**src/rtl/context_switcher.sv**
```systemverilog
// Context switch engine between the scheduler and the CPU core: stalls the CPU, saves the outgoing
// PC and registers into a per-PID table, restores the incoming context and reloads the PC.
module context_switcher #(
   parameter int unsigned NPROC     = 10,
   parameter int unsigned NREG      = 8,
   parameter logic [31:0] PROC_SIZE = 32'd1024
) (
   input  logic        clock,
   input  logic        reset,
   input  logic        troca_contexto,
   input  logic [31:0] processo_atual,
   input  logic        cpu_halted,
   input  logic [31:0] cpu_pc,
   input  logic [31:0] rf_rdata,
   output logic        cpu_stall,
   output logic [4:0]  rf_addr,
   output logic [31:0] rf_wdata,
   output logic        rf_we,
   output logic        pc_load,
   output logic [31:0] pc_out,
   output logic [31:0] mem_base,
   output logic [31:0] pid_running,
   output logic        busy,
   output logic        switch_done,
   output logic        bad_pid
);

   localparam int unsigned PW = (NPROC > 1) ? $clog2(NPROC) : 1;
   localparam int unsigned RW = (NREG > 1) ? $clog2(NREG) : 1;

   typedef enum logic [2:0] {
      StIdle,
      StStall,
      StSavePc,
      StSaveRegs,
      StRestoreRegs,
      StLoadPc,
      StRelease
   } state_e;

   state_e            state_q;
   logic [PW-1:0]     new_pid_q;
   logic [PW-1:0]     pid_q;
   logic              running_valid_q;
   logic [NPROC-1:0]  valid_q;
   logic [4:0]        cnt_q;
   logic              cpu_stall_q;
   logic              rf_we_q;
   logic [31:0]       rf_wdata_q;
   logic              pc_load_q;
   logic [31:0]       pc_out_q;
   logic [31:0]       mem_base_q;
   logic              busy_q;
   logic              switch_done_q;
   logic              bad_pid_q;

   logic [31:0]       pc_tab  [NPROC];
   logic [31:0]       reg_tab [NPROC][NREG];

   logic              last_reg;
   logic [4:0]        cnt_inc;
   logic [31:0]       new_base;
   logic [31:0]       rd_first;
   logic [31:0]       rd_next;

   assign last_reg = (cnt_q == 5'(NREG - 1));
   assign cnt_inc  = cnt_q + 5'd1;
   assign new_base = 32'(new_pid_q) * PROC_SIZE;
   // A PID that was never saved restores as all-zero registers.
   assign rd_first = valid_q[new_pid_q] ? reg_tab[new_pid_q][{RW{1'b0}}] : 32'd0;
   assign rd_next  = valid_q[new_pid_q] ? reg_tab[new_pid_q][cnt_inc[RW-1:0]] : 32'd0;

   always_ff @(posedge clock) begin
      if (state_q == StSavePc) begin
         pc_tab[pid_q] <= cpu_pc;
      end
      if (state_q == StSaveRegs) begin
         reg_tab[pid_q][cnt_q[RW-1:0]] <= rf_rdata;
      end
   end

   always_ff @(posedge clock or posedge reset) begin
      if (reset) begin
         state_q         <= StIdle;
         new_pid_q       <= '0;
         pid_q           <= '0;
         running_valid_q <= 1'b0;
         valid_q         <= '0;
         cnt_q           <= '0;
         cpu_stall_q     <= 1'b0;
         rf_we_q         <= 1'b0;
         rf_wdata_q      <= '0;
         pc_load_q       <= 1'b0;
         pc_out_q        <= '0;
         mem_base_q      <= '0;
         busy_q          <= 1'b0;
         switch_done_q   <= 1'b0;
         bad_pid_q       <= 1'b0;
      end else begin
         unique case (state_q)
            StIdle: begin
               switch_done_q <= 1'b0;
               bad_pid_q     <= 1'b0;
               if (troca_contexto) begin
                  if (processo_atual >= 32'(NPROC)) begin
                     bad_pid_q <= 1'b1;
                  end else if (running_valid_q && processo_atual == 32'(pid_q)) begin
                     switch_done_q <= 1'b1;
                  end else begin
                     new_pid_q   <= processo_atual[PW-1:0];
                     cpu_stall_q <= 1'b1;
                     busy_q      <= 1'b1;
                     state_q     <= StStall;
                  end
               end
            end
            StStall: begin
               if (cpu_halted) begin
                  if (running_valid_q) begin
                     state_q <= StSavePc;
                  end else begin
                     rf_we_q    <= 1'b1;
                     rf_wdata_q <= rd_first;
                     state_q    <= StRestoreRegs;
                  end
               end
            end
            StSavePc: begin
               state_q <= StSaveRegs;
            end
            StSaveRegs: begin
               if (last_reg) begin
                  cnt_q          <= '0;
                  valid_q[pid_q] <= 1'b1;
                  rf_we_q        <= 1'b1;
                  rf_wdata_q     <= rd_first;
                  state_q        <= StRestoreRegs;
               end else begin
                  cnt_q <= cnt_inc;
               end
            end
            StRestoreRegs: begin
               if (last_reg) begin
                  cnt_q           <= '0;
                  rf_we_q         <= 1'b0;
                  rf_wdata_q      <= '0;
                  pc_load_q       <= 1'b1;
                  pc_out_q        <= valid_q[new_pid_q] ? pc_tab[new_pid_q] : new_base;
                  mem_base_q      <= new_base;
                  pid_q           <= new_pid_q;
                  running_valid_q <= 1'b1;
                  state_q         <= StLoadPc;
               end else begin
                  cnt_q      <= cnt_inc;
                  rf_wdata_q <= rd_next;
               end
            end
            StLoadPc: begin
               pc_load_q     <= 1'b0;
               cpu_stall_q   <= 1'b0;
               switch_done_q <= 1'b1;
               state_q       <= StRelease;
            end
            StRelease: begin
               switch_done_q <= 1'b0;
               busy_q        <= 1'b0;
               state_q       <= StIdle;
            end
            default: begin
               state_q <= StIdle;
            end
         endcase
      end
   end

   // The counter idles at zero, so it doubles as the register file address.
   assign rf_addr     = cnt_q;
   assign cpu_stall   = cpu_stall_q;
   assign rf_we       = rf_we_q;
   assign rf_wdata    = rf_wdata_q;
   assign pc_load     = pc_load_q;
   assign pc_out      = pc_out_q;
   assign mem_base    = mem_base_q;
   assign pid_running = 32'(pid_q);
   assign busy        = busy_q;
   assign switch_done = switch_done_q;
   assign bad_pid     = bad_pid_q;

endmodule

```
**config.mk**
```make
export PLATFORM = sky130hd
export DESIGN_NAME = context_switcher
export DESIGN_NICKNAME = d
export VERILOG_FILES = /design/src/rtl/context_switcher.sv
export SDC_FILE = /design/constraint.sdc
export NUM_CORES = 2
export LEC_CHECK = 0
export CORE_ASPECT_RATIO = 0.6
export CORE_MARGIN = 10
export CORE_UTILIZATION = 55
export CTS_CLUSTER_SIZE = 30
export DETAILED_ROUTE_END_ITERATION = 16
export GPL_ROUTABILITY_DRIVEN = 0
export GPL_TIMING_DRIVEN = 1
export PLACE_DENSITY = 0.69
export SETUP_SLACK_MARGIN = 0.4
export SYNTH_ARGS = -nofsm -noshare
export SYNTH_HDL_FRONTEND = slang
export SYNTH_SLANG_ARGS = --single-unit
```
**constraint.sdc**
```tcl
create_clock -name clock -period 5.99 [get_ports clock]
set_input_delay 1.198 -clock clock [delete_from_list [all_inputs] [get_ports clock]]
set_output_delay 1.198 -clock clock [all_outputs]
set_load 0.01 [all_outputs]
```
* Yosys cells after proc, flatten, opt, wreduce, memory -nomap -nowiden
Memory sizes are Yosys's and may differ from the RTL's.
Index checks and enable logic that the tools add are counted.
** Word-level totals
- Word-level logic and storage cells :: 110
- Bits in writable memories :: 2880
- Input port bits :: 100
- Register bits after elaboration :: 97
- Memories kept :: 2
- Output and inout bits :: 139
** Memories
- reg_tab :: words 10, width 256, rd ports 1, clocked after memory_dff 0, write ports 1, line 58 : logic [31:0] reg_tab [NPROC][NREG];
- pc_tab :: words 10, width 32, rd ports 1, clocked after memory_dff 0, write ports 1, line 57 : logic [31:0] pc_tab [NPROC];
** Operators by class
- Bitwise gates (word level) :: 5
- Equal/unequal tests :: 15
- Order comparisons :: 7
- Multiplexer cells :: 47
- Add/subtract/negate cells :: 1
- Reduce and logical (&&, ||, !) cells :: 19
** Operator list (count)
- $mux W32 :: 10
- $mux W256 :: 1
- $bmux W32 S3 :: 1
- $demux W32 S3 :: 1
- $pmux W32 S3 :: 1
- $eq A32 B4 Y1 :: 1
- $ge A32 B4 Y1 const B :: 1
- $mux W3 :: 7
- $pmux W3 S6 :: 1
- $mux W1 :: 17
- $reduce_and A4 Y1 :: 4
- $ne A2 B2 Y1 const B :: 7
- $lt A4 B5 Y1 const B :: 2
- $or A10 B10 Y10 :: 1
- $eq A3 B3 Y1 const B :: 3
- $ge A4 B4 Y1 const B :: 2
- $not A3 Y4 :: 2
- $eq A3 B2 Y1 const B :: 2
- $pmux W1 S2 :: 3
- $pmux W1 S3 :: 2
- $reduce_and A2 Y1 :: 3
- $reduce_and A6 Y1 :: 1
- $reduce_bool A2 Y1 :: 3
- $reduce_bool A3 Y1 :: 2
- other kinds (13) :: 16

* Longest topological paths before layout
- Depth in word-level cells :: 8
- Depth in mapped cells :: 13
- Gate-level depth less buffers :: 7

* Least setup slack after synthesis
No wires, ideal clock.
- Path type :: register to register
- Start :: reg cnt_q[0], in the netlist rf_addr[0]
- End :: mem reg_tab[0][32] (netlist bit) (enable)
- Cell stages (with the launch flop) :: 8
- Data required time :: 5.569 ns
- Setup time :: 0.421 ns
- Setup slack :: 2.398 ns
- Period minus slack after synthesis :: 3.592 ns
- Arrival :: 3.171 ns
- Path buffers :: 4
- Cells stage by stage :: dfrtp_1 -> buf_2 -> buf_1 -> buf_1 -> buf_1 -> nor2_1 -> nand3_1 -> nor2_1
** On the way
- Cells in the longest elaborated chain, start to end :: 6
- Elaborated cells between the ends (all ways) :: 7
- Classes of those cells :: 2 x order compare; 3 x mux; 1 x bitwise; 1 x reduce/logical
** Ends and longest elaborated chain
- start, declared :: line 46 : logic [4:0] cnt_q;
- start signal, assigned :: line 139 : cnt_q <= cnt_inc;
- start signal, assigned :: line 154 : cnt_q <= cnt_inc;
- $not A3 Y4 (implied by the code) (*) :: line 78 : reg_tab[pid_q][cnt_q[RW-1:0]] <= rf_rdata;
- $ge A4 B4 Y1 (implied by the code) / $lt A4 B1 Y1 (equally long branches) :: line 78
- $logic_and A1 B1 Y1 (implied by the code) :: line 78
- $mux W32 (implied by the code) :: line 78
- $demux W32 S3 (*) :: line 78
- $mux W256 (implied by the code) (*) :: line 78
- end, declared :: line 58
Every way passes the cells marked *; elsewhere a longest branch is shown, timed or not.

* Final worst setup path
- Start :: reg new_pid_q[0]
- End :: reg rf_wdata_q[20], in the netlist rf_wdata[20]
** On the way
- Cells in the longest elaborated chain, start to end :: 7
- Elaborated cells between the ends (all ways) :: 13
- Classes of those cells :: 12 x mux; 1 x memory
** Ends and longest elaborated chain
- start, declared :: line 42 : logic [PW-1:0] new_pid_q;
- start signal, assigned :: line 110 : new_pid_q <= processo_atual[PW-1:0];
- $mem_v2 Z10 W256
- $bmux W32 S3 :: line 71 : assign rd_next = valid_q[new_pid_q] ? reg_tab[new_pid_q][cnt_inc[RW-1:0]] : 32'd0;
- $mux W32 (implied by the code) (2 in a row) :: line 71
- $mux W32 :: line 71
- $mux W32 :: line 143 : if (last_reg) begin
- $pmux W32 S3 (*) :: line 100 : unique case (state_q)
- end signal, assigned :: line 123 : rf_wdata_q <= rd_first;
- end signal, assigned :: line 136 : rf_wdata_q <= rd_first;
- end signal, assigned :: line 155 : rf_wdata_q <= rd_next;
- end, declared :: line 49 : logic [31:0] rf_wdata_q;
Every way passes the cells marked *; elsewhere a longest branch is shown, timed or not. The select of a mux whose other input is x is not followed.
A chain may end at the register's enable or synchronous reset.

==> impl_metrics.py <==
metrics = {
    "status": {
        "status": "finished, violations left",
        "violations": "max-capacitance violations, max-slew violations",
    },
    "layout": {
        "final_util": 0.620,
        "nFillCells": 14120,
        "layout.nets": 6158,
        "drive_gt1_frac": 0.209,
        "synthToLayoutAreaGrowth_pct": 12.0,
        "final_area_sq_um": 130000,
        "stdcell_count": 9032,
    },
    "setup_path": {
        "reg2regPathDepth": 8,
        "crit_type": "reg -> reg",
        "critPathRequiredTime_ns": 6.76,
        "endpoint_kind": "flip-flop",
        "crit_arrival_ns": 5.93,
        "start_kind": "flip-flop",
        "path_max_fanout": 41,
    },
    "clock_network": {
        "cts.path.max_buffers": 4,
        "cts_hold_buf": 0,
        "clock_latency_ns": 0.87,
        "htree_levels": 5,
        "clk_pin_slew_ns": 0.06,
        "cts_buffers": 270,
        "ctsResizeCount": 0,
        "cts_tree": "yes",
        "clkSinkCount": 2977,
        "cts_setup_buffers": 0,
        "root_buffer": "clkbuf_16",
    },
    "place": {
        "io_buffers": 182,
        "dp_hpwl_mm": 205,
        "dp_cells": 8556,
        "dpl_cell_area_sq_um": 121000,
    },
    "sta": {
        "clock_skew_ns": 0.0477,
        "hold_violations": 0,
        "maxSlewHeadroom": -0.0788,
        "finalSetupViolCount": 0,
        "rsz0062_at_grt": "no",
        "period_minus_slack_ns": 5.17,
        "min_period_over_period": 0.863,
        "whs_ns": 0.477,
        "finalSetupTns_ns": 0,
        "tightest_slew_ns": 1.58,
        "slew_viol_final": 4,
        "fmax_mhz": 193,
    },
    "route": {
        "first_pass_iters": 10,
        "wl_per_cell_um": 37.2,
        "drc": 0,
        "drt_first_iter_violations": 10849,
        "ant_nets": 0,
        "finalWirelength_mm": 336,
        "vias": 61543,
        "via_per_inst": 6.81,
    },
    "logic_synthesis": {
        "yosysTopAreaCell": "edfxtp_1",
        "syn_avg_cell_area_sq_um": 20.3,
        "ys_seq_area_frac": 0.767,
        "yosysMostFrequentCell": "edfxtp_1",
        "yosys_warnings": 0,
        "synth-edff-count": 2880,
        "synth-seq-cells": 2977,
        "synth_top_area_share": 0.746,
        "synthArstFlopShare": 0.0326,
        "ys_top_cells_by_area": "edfxtp_1, mux4_2, mux2i_1, dfrtp_1, a22oi_1",
        "synthDistinctLibCells": 79,
        "synth_area_sq_um": 116000,
        "synth_cells": 5704,
        "synth_ff_type": "edfxtp_1",
        "synthTopCellsByCount": "edfxtp_1, mux2i_1, mux4_2, nand2_1, nor2_1",
    },
    "floorplanning": {
        "ioPinCount": 239,
        "initial_utilization": 0.554,
        "die_x_um": 613,
        "dieArea_sq_um": 230000,
        "die-height_um": 376,
        "num_rows": 130,
        "core-area_sq_um": 209000,
    },
    "global_route": {
        "grt_usage": 0.287,
        "grt_antenna_before_repair": 19,
        "gr-total-overflow": 0,
        "grt_pass1_vias": 58789,
        "grt_max_degree": 99,
        "grt_pass1_wl_mm": 468,
    },
    "power": {
        "p_leak_nw": 39.2,
        "vdd_drop_max_uv": 294,
        "cellPowerDensity_nw_per_um2": 310,
    },
    "hold_path": {
        "whs_path_depth": 1,
        "hold_path.class": "reg -> reg",
    },
    "job": {
        "maxCapViolCount": 2,
    },
}
==> power breakdown <==
part	internal, mW	leakage (nW)	switching (mW)
clock network	9.35	4.08	7.51
registers	22.8	27.1	0.0122
logic	0.0754	7.98	0.460
total	32.2	39.2	7.98
==> path summary, 6_finish.rpt <==
| kind | startpoint | endpoint | slack (ns) |
|---|---|---|---|
| setup reg to reg | new_pid_q[0] | rf_wdata[20] | 0.82 |
| hold reg to reg | valid_q[3] | valid_q[3] | 0.48 |
| min in group asynchronous | reset | pc_out[8] | 0.80 |
| setup / recovery | new_pid_q[0] | rf_wdata[20] | 0.82 |
| hold / removal | valid_q[3] | valid_q[3] | 0.48 |
| max in group asynchronous | reset | rf_addr[0] | 4.14 |
==> flip-flops by register name, indices dropped and copies added, names as in the netlist, 3 cells and up <==
name and cells:
mem_base 4, new_pid_q 4, pc_out 32, pc_tab 320
reg_tab 2560, rf_addr 5, rf_wdata 32, state_q 3
valid_q 10
==> cell families after synthesis <==
logic type | synth area share
AOI/OAI and AO/OA | 0.0413
muxes | 0.146
and+or+nand+nor | 0.0230
buffers and inverters | 0.0219
adders and majority gates | 0.000108
DFF | 0.767
other | 0.0000324
xor gates and xnor gates | 0.000605
==> critical path: stages (launching register included) <==
cell and delay (ns):
dfrtp_4 1.19, buf_4 0.52, buf_4 0.49, mux4_2 0.37, o22ai_1 0.10, a31oi_1 0.57
o21ai_1 0.19, a2111oi_0 1.31, a221o_1 0.30
==> layout by cell type (no fill, tap or decap), drive strengths merged, types with 86 or more instances in the layout <==
cell           Yosys  layout
clkbuf           118     354
a21oi            138     138
dfrtp             97      97
clkdlybuf4s50      0     150
clkinv             1      86
mux2i            502     502
nor2             162     162
a22oi            146     146
buf              261     254
edfxtp          2880    2880
mux4             493     493
nand2            171     171
==> through the flow <==
step | total power, mW | setup slack (ns)
finish | 40.2 | 0.822
global placement | 23.8 | 1.17
detailed placement | 23.8 | 1.08
floorplan | 23.3 | 2.26
global route | 41.2 | 0.941
CTS | 40.3 | 1.08
==> routing by layer <==
metal / up-vias / routed length (um) / GRT usage
met2: 4509 / 141000 / 0.392
li1: 24148 / - / -
met3: 627 / 52500 / 0.118
met5: - / 167 / 0.00585
met4: 2 / 12800 / 0.0903
met1: 32257 / 130000 / 0.422
==> cell type report <==
| type | instances | area, sq um | share of cell area |
|---|---|---|---|
| Clock inverter | 114 | 932 | 0.00718 |
| Inverter | 12 | 47.5 | 0.000366 |
| Timing Repair Buffer | 405 | 3580 | 0.0276 |
| Multi-Input combinational cell | 2391 | 25400 | 0.196 |
| Antenna cell | 8 | 20.0 | 0.000154 |
| Tap cell | 2772 | 3470 | 0.0267 |
| Clock buffer | 353 | 7410 | 0.0571 |
| Sequential cell | 2977 | 88900 | 0.685 |
No activity file was read; power rests on OpenSTA's default activity.
